## src/rtl/phase_sequencer_pkg.sv

```systemverilog
// rtl/phase_sequencer_pkg.sv - shared phase codes, state/class enums and default opcodes
package seq_pkg;

  localparam logic [2:0] PH_FETCH  = 3'b000;
  localparam logic [2:0] PH_DECODE = 3'b001;
  localparam logic [2:0] PH_EXT    = 3'b010;
  localparam logic [2:0] PH_SHORT  = 3'b011;
  localparam logic [2:0] PH_RESET  = 3'b100;
  localparam logic [2:0] PH_LONG0  = 3'b101;
  localparam logic [2:0] PH_HALT   = 3'b110;
  localparam logic [2:0] PH_LONGN  = 3'b111;

  // State encoding equals the legacy phase code, so the phase output is a pure decode.
  typedef enum logic [2:0] {
    ST_FETCH  = 3'b000,
    ST_DECODE = 3'b001,
    ST_EXT    = 3'b010,
    ST_SHORT  = 3'b011,
    ST_RESET  = 3'b100,
    ST_LONG0  = 3'b101,
    ST_HALT   = 3'b110,
    ST_LONGN  = 3'b111
  } state_e;

  typedef enum logic [1:0] {
    CLS_SHORT = 2'd0,
    CLS_LONG  = 2'd1,
    CLS_EXT   = 2'd2,
    CLS_HALT  = 2'd3
  } op_class_e;

  localparam logic [7:0] DEF_EXT_OP  = 8'h84;
  localparam logic [7:0] DEF_HALT_OP = 8'hFF;
  localparam int         CNT_W       = 4;

endpackage

```

## src/rtl/phase_sequencer_if.sv

```systemverilog
// rtl/phase_sequencer_if.sv - instruction/control inputs and phase outputs of the sequencer
interface phase_sequencer_if #(
  parameter int IW = 16
);

  logic [IW-1:0] ins;
  logic          stall;
  logic          resume;
  logic [2:0]    phase;
  logic [3:0]    exec_idx;
  logic          instr_done;
  logic          halted;
  logic [IW-1:0] ir;

  modport master (
    output ins, stall, resume,
    input  phase, exec_idx, instr_done, halted, ir
  );

  modport slave (
    input  ins, stall, resume,
    output phase, exec_idx, instr_done, halted, ir
  );

endinterface

```

## src/rtl/phase_sequencer_op_class.sv

```systemverilog
// rtl/phase_sequencer_op_class.sv - combinational opcode classifier (short/long/ext/halt)
module op_class
  import seq_pkg::*;
#(
  parameter int             OPW     = 8,
  parameter logic [OPW-1:0] EXT_OP  = DEF_EXT_OP,
  parameter logic [OPW-1:0] HALT_OP = DEF_HALT_OP
) (
  input  logic           msb,
  input  logic [OPW-1:0] opcode,
  output op_class_e      cls
);

  // HALT_OP always has its MSB set, so a short instruction can never alias it.
  always_comb begin
    cls = CLS_LONG;
    if (!msb) begin
      cls = CLS_SHORT;
    end else if (opcode == HALT_OP) begin
      cls = CLS_HALT;
    end else if (opcode == EXT_OP) begin
      cls = CLS_EXT;
    end
  end

endmodule

```

## src/rtl/phase_sequencer.sv

```systemverilog
// rtl/phase_sequencer.sv - parametrised instruction-phase sequencer with stall, halt and ir latch
module phase_sequencer
  import seq_pkg::*;
#(
  parameter int             IW        = 16,
  parameter int             OPW       = 8,
  parameter int             LONG_EXEC = 2,
  parameter logic [OPW-1:0] EXT_OP    = DEF_EXT_OP,
  parameter int             EXT_EXTRA = 1,
  parameter logic [OPW-1:0] HALT_OP   = DEF_HALT_OP
) (
  input logic              clk,
  input logic              reset,
  phase_sequencer_if.slave bus
);

  localparam logic [2:0] S_FETCH  = ST_FETCH;
  localparam logic [2:0] S_DECODE = ST_DECODE;
  localparam logic [2:0] S_EXT    = ST_EXT;
  localparam logic [2:0] S_SHORT  = ST_SHORT;
  localparam logic [2:0] S_RESET  = ST_RESET;
  localparam logic [2:0] S_LONG0  = ST_LONG0;
  localparam logic [2:0] S_HALT   = ST_HALT;
  localparam logic [2:0] S_LONGN  = ST_LONGN;

  localparam logic [CNT_W-1:0] LONG_LAST = CNT_W'(LONG_EXEC - 1);
  localparam logic [CNT_W-1:0] LONG_BASE = CNT_W'(LONG_EXEC);
  localparam logic [CNT_W-1:0] EXT_LAST  = CNT_W'(EXT_EXTRA - 1);
  localparam bit               HAS_EXT   = (EXT_EXTRA > 0);

  if (LONG_EXEC < 1 || LONG_EXEC > 8) begin : g_bad_long_exec
    $error("phase_sequencer: LONG_EXEC must be in 1..8");
  end
  if (EXT_EXTRA < 0 || EXT_EXTRA > 7) begin : g_bad_ext_extra
    $error("phase_sequencer: EXT_EXTRA must be in 0..7");
  end
  if (!HALT_OP[OPW-1] || HALT_OP == EXT_OP) begin : g_bad_halt_op
    $error("phase_sequencer: HALT_OP needs MSB=1 and must differ from EXT_OP");
  end

  logic [2:0]       state_q, state_d;
  logic [CNT_W-1:0] cnt_q, cnt_d;
  logic [IW-1:0]    ir_q, ir_d;
  logic             done;
  logic [2:0]       phase_w;
  logic [3:0]       exec_idx_w;
  op_class_e        ins_cls;
  op_class_e        ir_cls;

  op_class #(
    .OPW     (OPW),
    .EXT_OP  (EXT_OP),
    .HALT_OP (HALT_OP)
  ) u_ins_cls (
    .msb    (bus.ins[IW-1]),
    .opcode (bus.ins[IW-1 -: OPW]),
    .cls    (ins_cls)
  );

  // The EXT decision at the end of the long phases looks at the latched copy, not the live bus.
  op_class #(
    .OPW     (OPW),
    .EXT_OP  (EXT_OP),
    .HALT_OP (HALT_OP)
  ) u_ir_cls (
    .msb    (ir_q[IW-1]),
    .opcode (ir_q[IW-1 -: OPW]),
    .cls    (ir_cls)
  );

  always_comb begin
    state_d = state_q;
    cnt_d   = cnt_q;
    ir_d    = ir_q;
    done    = 1'b0;
    case (state_q)
      S_FETCH: begin
        if (!bus.stall) state_d = S_DECODE;
      end
      S_DECODE: begin
        if (!bus.stall) begin
          ir_d  = bus.ins;
          cnt_d = '0;
          case (ins_cls)
            CLS_SHORT: state_d = S_SHORT;
            CLS_HALT:  state_d = S_HALT;
            default:   state_d = S_LONG0;
          endcase
        end
      end
      S_SHORT: begin
        if (!bus.stall) begin
          state_d = S_FETCH;
          done    = 1'b1;
        end
      end
      S_LONG0, S_LONGN: begin
        if (!bus.stall) begin
          if (cnt_q < LONG_LAST) begin
            cnt_d   = cnt_q + 1'b1;
            state_d = S_LONGN;
          end else if (HAS_EXT && ir_cls == CLS_EXT) begin
            cnt_d   = '0;
            state_d = S_EXT;
          end else begin
            cnt_d   = '0;
            state_d = S_FETCH;
            done    = 1'b1;
          end
        end
      end
      S_EXT: begin
        if (!bus.stall) begin
          if (cnt_q < EXT_LAST) begin
            cnt_d = cnt_q + 1'b1;
          end else begin
            cnt_d   = '0;
            state_d = S_FETCH;
            done    = 1'b1;
          end
        end
      end
      S_HALT: begin
        if (bus.resume) state_d = S_FETCH;
      end
      S_RESET: begin
        state_d = S_FETCH;
        cnt_d   = '0;
      end
      default: begin
        state_d = S_FETCH;
        cnt_d   = '0;
      end
    endcase
  end

  always_ff @(posedge clk) begin
    if (reset) begin
      state_q <= S_RESET;
      cnt_q   <= '0;
      ir_q    <= '0;
    end else begin
      state_q <= state_d;
      cnt_q   <= cnt_d;
      ir_q    <= ir_d;
    end
  end

  always_comb begin
    phase_w = PH_RESET;
    case (state_q)
      S_FETCH:  phase_w = PH_FETCH;
      S_DECODE: phase_w = PH_DECODE;
      S_SHORT:  phase_w = PH_SHORT;
      S_LONG0:  phase_w = PH_LONG0;
      S_LONGN:  phase_w = PH_LONGN;
      S_EXT:    phase_w = PH_EXT;
      S_HALT:   phase_w = PH_HALT;
      default:  phase_w = PH_RESET;
    endcase
  end

  // Extension phases continue numbering after the long phases.
  always_comb begin
    exec_idx_w = 4'd0;
    case (state_q)
      S_LONG0, S_LONGN: exec_idx_w = cnt_q;
      S_EXT:            exec_idx_w = LONG_BASE + cnt_q;
      default:          exec_idx_w = 4'd0;
    endcase
  end

  assign bus.phase      = phase_w;
  assign bus.exec_idx   = exec_idx_w;
  assign bus.instr_done = done;
  assign bus.halted     = (state_q == S_HALT);
  assign bus.ir         = ir_q;

endmodule

```

## src/flat_wrapper.sv

```systemverilog
// flat-port wrapper written by rule: the top's interface ports become plain ports
module phase_sequencer_flat import seq_pkg::*;
#(
  parameter int             IW        = 16,
  parameter int             OPW       = 8,
  parameter int             LONG_EXEC = 2,
  parameter logic [OPW-1:0] EXT_OP    = DEF_EXT_OP,
  parameter int             EXT_EXTRA = 1,
  parameter logic [OPW-1:0] HALT_OP   = DEF_HALT_OP
)
  (clk, reset, bus_ins, bus_stall, bus_resume, bus_phase, bus_exec_idx, bus_instr_done, bus_halted, bus_ir);
  phase_sequencer_if #(.IW(IW)) bus_i ();
  input logic clk;
  input logic reset;
  input wire logic [$bits(bus_i.ins)-1:0] bus_ins;
  input wire logic [$bits(bus_i.stall)-1:0] bus_stall;
  input wire logic [$bits(bus_i.resume)-1:0] bus_resume;
  output wire logic [$bits(bus_i.phase)-1:0] bus_phase;
  output wire logic [$bits(bus_i.exec_idx)-1:0] bus_exec_idx;
  output wire logic [$bits(bus_i.instr_done)-1:0] bus_instr_done;
  output wire logic [$bits(bus_i.halted)-1:0] bus_halted;
  output wire logic [$bits(bus_i.ir)-1:0] bus_ir;
  assign bus_i.ins = bus_ins;
  assign bus_i.stall = bus_stall;
  assign bus_i.resume = bus_resume;
  assign bus_phase = bus_i.phase;
  assign bus_exec_idx = bus_i.exec_idx;
  assign bus_instr_done = bus_i.instr_done;
  assign bus_halted = bus_i.halted;
  assign bus_ir = bus_i.ir;
  phase_sequencer #(.IW(IW), .OPW(OPW), .LONG_EXEC(LONG_EXEC), .EXT_OP(EXT_OP), .EXT_EXTRA(EXT_EXTRA), .HALT_OP(HALT_OP)) u_core (.clk(clk), .reset(reset), .bus(bus_i));
endmodule
```

## config.mk

```make
export PLATFORM = sky130hd
export DESIGN_NAME = phase_sequencer_flat
export DESIGN_NICKNAME = d
export VERILOG_FILES = /design/src/rtl/phase_sequencer_pkg.sv /design/src/rtl/phase_sequencer_if.sv /design/src/rtl/phase_sequencer_op_class.sv /design/src/rtl/phase_sequencer.sv /design/src/flat_wrapper.sv
export SDC_FILE = /design/constraint.sdc
export NUM_CORES = 1
export LEC_CHECK = 0
export CAP_MARGIN = 40
export CORE_MARGIN = 5
export CORE_UTILIZATION = 41
export DETAILED_ROUTE_END_ITERATION = 8
export PLACE_DENSITY = 0.78
export SYNTH_ARGS = -nofsm -noshare
export SYNTH_HDL_FRONTEND = slang
export SYNTH_HIERARCHICAL = 1
export SYNTH_SLANG_ARGS = --single-unit
```

## constraint.sdc

```tcl
create_clock -name clk -period 5.29 [get_ports clk]
set_clock_uncertainty 0.05 [all_clocks]
set_input_delay 1.058 -clock clk [delete_from_list [all_inputs] [get_ports clk]]
set_output_delay 1.058 -clock clk [all_outputs]
set_load 0.1 [all_outputs]
```

==> results of run 1 <==
-- power by group through the flow --
| stage | Combinational [mW] | Sequential (mW) | Clock (mW) |
|---|---|---|---|
| after floorplan | 0.188 | 0.259 | 0 |
| after global placement | 0.278 | 0.226 | 0 |
| after detailed placement | 0.346 | 0.227 | 0 |
| after CTS | 0.347 | 0.223 | 0.0868 |
| after global routing | 0.365 | 0.229 | 0.0962 |
| final | 0.346 | 0.224 | 0.0844 |
-- kinds of logic after synthesis --
kind of cell               count (synthesis)  share of synthesized area (%)
AOI/OAI and AO/OA                         39                          20.00
adders and majority gates                  5                          4.608
buffers and inverters                     22                          7.650
DFF                                       23                          33.92
and+or+nand+nor                           85                          33.83
-- worst min-delay path, delay by kind of cell (launching register included) --
kind               cells  cell delay (ps)
DFF                    1              330
AOI/OAI and AO/OA      1               50
and+or+nand+nor        1               50
-- cells in the mapped netlist (all sizes together) --
cell,instances,share of area (%)
nand2,42,12
dfxtp,23,34
a21oi,22,8.4
inv,8,2.2
buf,7,3.5
clkbuf,7,1.9
nor2,7,1.9
nand2b,6,2.8
nand3,6,2.2
ha,5,4.6
nand4,4,1.8
o41ai,4,4.8
a211oi,3,1.7
nor3b,3,1.7
o21ai,3,1.1
a21o,2,1.1
and2,2,0.92
and4,2,1.3
nand3b,2,1.1
nor4,2,1.8
o21a,2,1.1
or3b,2,1.3
or4b,2,1.5
a311o,1,0.74
a31oi,1,0.46
and3,1,0.46
nor2b,1,0.46
nor4b,1,1.8
nor4bb,1,0.74
o2bb2ai,1,0.65
or3,1,0.46
-- sequential cells by signal (all words and copies together) (netlist names) --
signal / flops
u_core/state_q: 3
u_core/cnt_q: 4
u_core/bus.ir: 16
-- through the flow --
step	hold WS [ps]	instances	cell area (um2)	power, mW
floorplan	438.5	174	1358	0.4469
global placement	392.2	248	1777	0.5040
detailed placement	396.6	273	2202	0.5737
CTS	415.2	277	2232	0.6574
global route	425.3	277	2232	0.6895
finish	413.0	277	2232	0.6542
-- final cells by class --
cell class                      count  area [um2]
Fill cell                         247       870.8
Timing Repair Buffer               69       863.3
Multi-Input combinational cell    129       793.3
Sequential cell                    23       460.4
Tap cell                           44       55.05
Inverter                            8       30.03
Clock buffer                        3       22.52
Clock inverter                      1       7.507
-- per-layer routing --
layer	routed length, um	global-route usage (%)	vias to the layer above
met5	0	0	-
met4	34	4.557	0
met3	150	1.997	4
met2	1894	30.86	32
met1	1603	22.41	660
li1	-	-	722
-- path summary, 6_finish.rpt --
| kind | cells past startpoint | end | from |
|---|---|---|---|
| worst min-delay path | 2 | u_core/bus.ir[6] | u_core/bus.ir[6] |
| worst max-delay path | 5 | bus_exec_idx[1] | u_core/state_q[2] |
| worst min register to register | 2 | u_core/bus.ir[6] | u_core/bus.ir[6] |
| worst max register to register | 3 | u_core/bus.ir[8] | u_core/state_q[0] |
==> key figures, run 1 <==
Clock network
  • H-tree depth: 1
  • Root Buffer: clkbuf_4
  • CTS tree: built
  • CTS-repair resized insts: 0
  • Clock buffer depth: 2
  • Skew-Pair Late Insertion Delay: 310 ps
  • CTS sink cnt: 23
  • Worst-path clk slew: around 130 ps
  • CTS Hold Bufs: 0
  • Cts bufs inserted: 3
  • Buffer count from post-CTS setup fixing: 0

Global route
  • Largest net degree at the start of global routing: 23
  • Antenna violations before repair: 0
  • Gr usage total: between 10% and 20%
  • GR Overflow Total: 0
  • First-pass GRT wire length: 6.237 mm
  • Number of global-route vias before repair: 1,373

Critical path
  • CP max FO: 16
  • Startpoint class of the critical path: register
  • Worst EP required: approximately 4200 ps
  • Cell Chain, Critical Path: and2_1 -> nand2_1 -> o21ai_1 -> clkdlybuf4s50_1 -> buf_8
  • Critical path's top delay family: buffers and inverters
  • Critical Path AT: 2310 ps
  • Critical-path top delay cell: dfxtp_1
  • CP Capture Type: output pin
  • Worst stage delay on the critical path: 650 ps
  • Critical path buffers and inverters: 2
  • Worst Setup Path Type: reg -> out
  • Flop-to-flop setup slack: 3420 ps

Floorplan
  • Die area: 4562 um2
  • Die X: about 68 um
  • Io pins: 45
  • Initial core utilization: 43.75%
  • CORE AREA: about 3100 um2
  • Die height: about 68 um
  • Num rows: 20

Timing
  • Final Hold Viols: 0
  • Fmax: 292.8 MHz
  • Setup_tns: 0 ps
  • Fin worst setup slack: 1874 ps
  • Final worst-path cycle share: 64.57%
  • Unrepaired setup endpoints after global routing: false
  • Fin. max-slew vios: 0
  • Setup violators final: 0
  • Least-Margin Pin Slew: between 800 and 900 ps
  • Period minus WS final: 3416 ps
  • Slew headroom: 41.12%

Cells and area
  • Fin util: 71.94%
  • Antenna cells: 0
  • Area growth from synthesis to layout: 64.42%
  • Fraction of layout cells with a size suffix above 1: 16.31%
  • Most frequent cells in the layout: clkdlybuf4s50_1, nand2_1, dfxtp_1
  • Most common cell after layout, fill and taps aside: clkdlybuf4s50_1
  • Fin nets: ~260

Pwr
  • Internal Pwr Total: 0.3545 mW
  • Lkg Pwr: 0.8156 nW
  • Power Density: 293.1 nW/um2
  • Psw: 0.2996 mW
  • Switch share: 45.80%
  • Logic pwr share: 52.9%
  • Worst vdd ir: about 0.00014 V
  • Clock power share: 12.9%
  • Flop pwr share: about a third

Synthesis
  • Syn Nets: 199
  • Post-synth cell types: 34
  • Synthesized area per cell: 7.802 um2
  • Yosys warnings: 6
  • Seq/Total Area, Yosys: 33.92%
  • Cells after Synth: 174
  • Number of synthesized register bits: 23
  • Mapped cell area: 1358 um2

Route
  • Vias: roughly 1,400
  • Routed WL: 3.682 mm
  • Drt wl/cell: 13.29 um
  • ANT nets after route: 0
  • DRC: 0
  • 1st-pass router iterations: 4
  • Via density per instance: 5.119
  • DR iter-0 viols: 88

Placement
  • Routability Congestion: 0.8428
  • Post-detail-place hpwl: 2.811 mm
  • Placement Setup Slack: roughly 1900 ps
  • Number of port buffers: 44

Flow run
  • Max Cap Violations: 0

Min path
  • Worst Hold Class: reg -> reg

Outcome
  • Status: complete, no violations
Power figures use the tool's default switching activity.
==> run 2: changes to the inputs <==
==> constraint.sdc (replaced) <==
create_clock -name clk -period 3.4 [get_ports clk]
set_clock_uncertainty 0.05 [all_clocks]
set_input_delay 0.68 -clock clk [delete_from_list [all_inputs] [get_ports clk]]
set_output_delay 0.68 -clock clk [all_outputs]
set_load 0.1 [all_outputs]
==> run 2 against run 1 <==
  * Sequential power up 56%
  * Hold slack better by 0.97 ps
  * Non-clock buffer count down 21
  * Clock power up 60%
  * Routed wire length down 10%
  * Combinational power up 26%
  * Flip-flop and latch count unchanged
  * Utilization down 14 points
  * Via count down 7.1%
  * Cell count down 7.6%
  * Largest cell class is now multi-input combinational cells
==> key figures, run 2 (same netlist as run 1, synthesis figures left out) <==
Cells and area
  • Most common cell after layout, fill and taps aside: nand2_1 (was clkdlybuf4s50_1)
  • Most frequent cells in the layout: nand2_1, buf_4, dfxtp_1 (was clkdlybuf4s50_1, nand2_1, dfxtp_1)
  • Fraction of layout cells with a size suffix above 1: 18.87% (was 16.31%)
  • Antenna cells: 0 (unchanged)
  • FF/Latch Area: 460.4 um2 (unchanged)
  • Area growth from synthesis to layout: 33.55% (was 64.42%)
  • Fin nets: 238 (was 259)
  • Multi-input logic area: 797.0 um2 (was 793.3 um2)
  • Max FFs per register: 16 (unchanged)
  • Fin util: 58.43% (was 71.94%)
  • Filler Cell Count: 296 (was 247)

Global route
  • GR Overflow Total: 0 (unchanged)
  • Number of global-route vias before repair: 1,252 (was 1,373)
  • Gr usage total: 15.44% (was 17.52%)
  • First-pass GRT wire length: 5.568 mm (was 6.237 mm)
  • Antenna violations before repair: 0 (unchanged)
  • Largest net degree at the start of global routing: 18 (was 23)

Min path
  • Worst Hold Class: reg -> reg (unchanged)

Clock network
  • Clock buffer depth: 2 (unchanged)
  • CTS sink cnt: 23 (unchanged)
  • Worst-path clk slew: 140 ps (was 130 ps)
  • Root Buffer: clkbuf_4 (unchanged)
  • H-tree depth: 1 (unchanged)
  • CTS Hold Bufs: 0 (unchanged)
  • Buffer count from post-CTS setup fixing: 0 (unchanged)
  • CTS-repair resized insts: 0 (unchanged)
  • Skew-Pair Late Insertion Delay: 320 ps (was 310 ps)
  • CTS tree: built (unchanged)
  • Cts bufs inserted: 3 (unchanged)

Floorplan
  • Die area: 4562 um2 (unchanged)
  • Die height: 67.54 um (unchanged)
  • Die X: 67.54 um (unchanged)
  • Num rows: 20 (unchanged)
  • Io pins: 45 (unchanged)
  • CORE AREA: 3103 um2 (unchanged)
  • Initial core utilization: 43.75% (unchanged)

Route
  • ANT nets after route: 0 (unchanged)
  • Via density per instance: 5.145 (was 5.119)
  • Routed WL: 3.313 mm (was 3.682 mm)
  • Drt wl/cell: 12.94 um (was 13.29 um)
  • DR iter-0 viols: 85 (was 88)
  • Vias: 1,317 (was 1,418)
  • DRC: 0 (unchanged)
  • 1st-pass router iterations: 4 (unchanged)

Critical path
  • Critical-path top delay cell: dfxtp_1 (unchanged)
  • CP Capture Type: output pin (unchanged)
  • Critical Path AT: 1960 ps (was 2310 ps)
  • Worst Setup Path Type: reg -> out (unchanged)
  • Worst stage delay on the critical path: 680 ps (was 650 ps)
  • CP max FO: 16 (unchanged)
  • Critical path buffers and inverters: 1 (was 2)
  • Critical path's top delay family: flip-flops (was buffers and inverters)
  • Startpoint class of the critical path: register (unchanged)
  • Worst EP required: 2670 ps (was 4180 ps)
  • Cell Chain, Critical Path: and2_1 -> nand3b_1 -> a21oi_2 -> buf_12 (was and2_1 -> nand2_1 -> o21ai_1 -> clkdlybuf4s50_1 -> buf_8)

Timing
  • Setup violators final: 0 (unchanged)
  • Period minus WS final: roughly 2700 ps
  • Least-Margin Pin Slew: 866.6 ps (was 879.4 ps)
  • Fin worst setup slack: 711.4 ps (was 1874 ps)
  • Unrepaired setup endpoints after global routing: false (unchanged)
  • Final Hold Viols: 0 (unchanged)
  • Setup_tns: 0 ps (unchanged)
  • Slew headroom: 41.98% (was 41.12%)
  • Fin. max-slew vios: 0 (unchanged)
  • Fmax: approximately 370 MHz
  • Final worst-path cycle share: 79.08%
  • Hold Slack: 414.0 ps (was 413.0 ps)

Placement
  • Routability Congestion: 0.8057 (was 0.8428)
  • Number of port buffers: 44 (unchanged)
  • Placement Setup Slack: 454.6 ps (was 1931 ps)
  • Post-detail-place hpwl: 2.469 mm (was 2.811 mm)

Pwr
  • Lkg Pwr: 0.6841 nW (was 0.8156 nW)
  • Power Density: 508.1 nW/um2 (was 293.1 nW/um2)
  • Worst vdd ir: 0.0003222 V (was 0.0001379 V)

Flow run
  • Max Cap Violations: 0 (unchanged)

Outcome
  • Status: complete, no violations (unchanged)
-- run 2: path summary, 6_finish.rpt --
path	startpoint	endpoint	slack, ps	depth (start not counted)
max	u_core/state_q[2]	bus_instr_done	710	4
min	u_core/bus.ir[4]	u_core/bus.ir[4]	410	2
max reg2reg	u_core/state_q[0]	u_core/bus.ir[9]	1530	3
min reg2reg	u_core/bus.ir[4]	u_core/bus.ir[4]	410	2
-- run 2: through the flow --
| step | power (mW) | cells | cell area, um2 |
|---|---|---|---|
| global placement | 0.7859 | 250 | 1753 |
| floorplan | 0.6961 | 174 | 1361 |
| finish | 0.9212 | 256 | 1813 |
| detailed placement | 0.7919 | 252 | 1783 |
| CTS | 0.9277 | 256 | 1813 |
| global route | 0.9722 | 256 | 1813 |
-- run 2: layer usage --
layer,GRT usage [%],vias up,wire length [um]
met5,0,-,0
met2,26.73,25,1585
li1,-,682,-
met3,2.496,4,119
met4,4.810,0,45
met1,19.36,606,1563
-- run 2: tightest hold or removal path: stages (launching register included) --
cell	delay, ps
dfxtp_1	330
nand2_1	50
a21oi_1	50
-- run 2: cell type report --
class / count / area share, %
clock inverters: 1 / 0.4141
inverters: 8 / 1.656
well taps: 44 / 3.037
multi-input cells: 129 / 43.96
clock buffers: 3 / 1.242
flip-flops and latches: 23 / 25.40
repair buffers: 48 / 24.29
-- run 2: report_power, final --
part | internal, mW | total, mW | switching [mW] | leakage, nW
Sequential | 0.294 | 0.350 | 0.0568 | 0.186
Clock | 0.0449 | 0.135 | 0.0903 | 0.0139
Combinational | 0.129 | 0.436 | 0.307 | 0.484
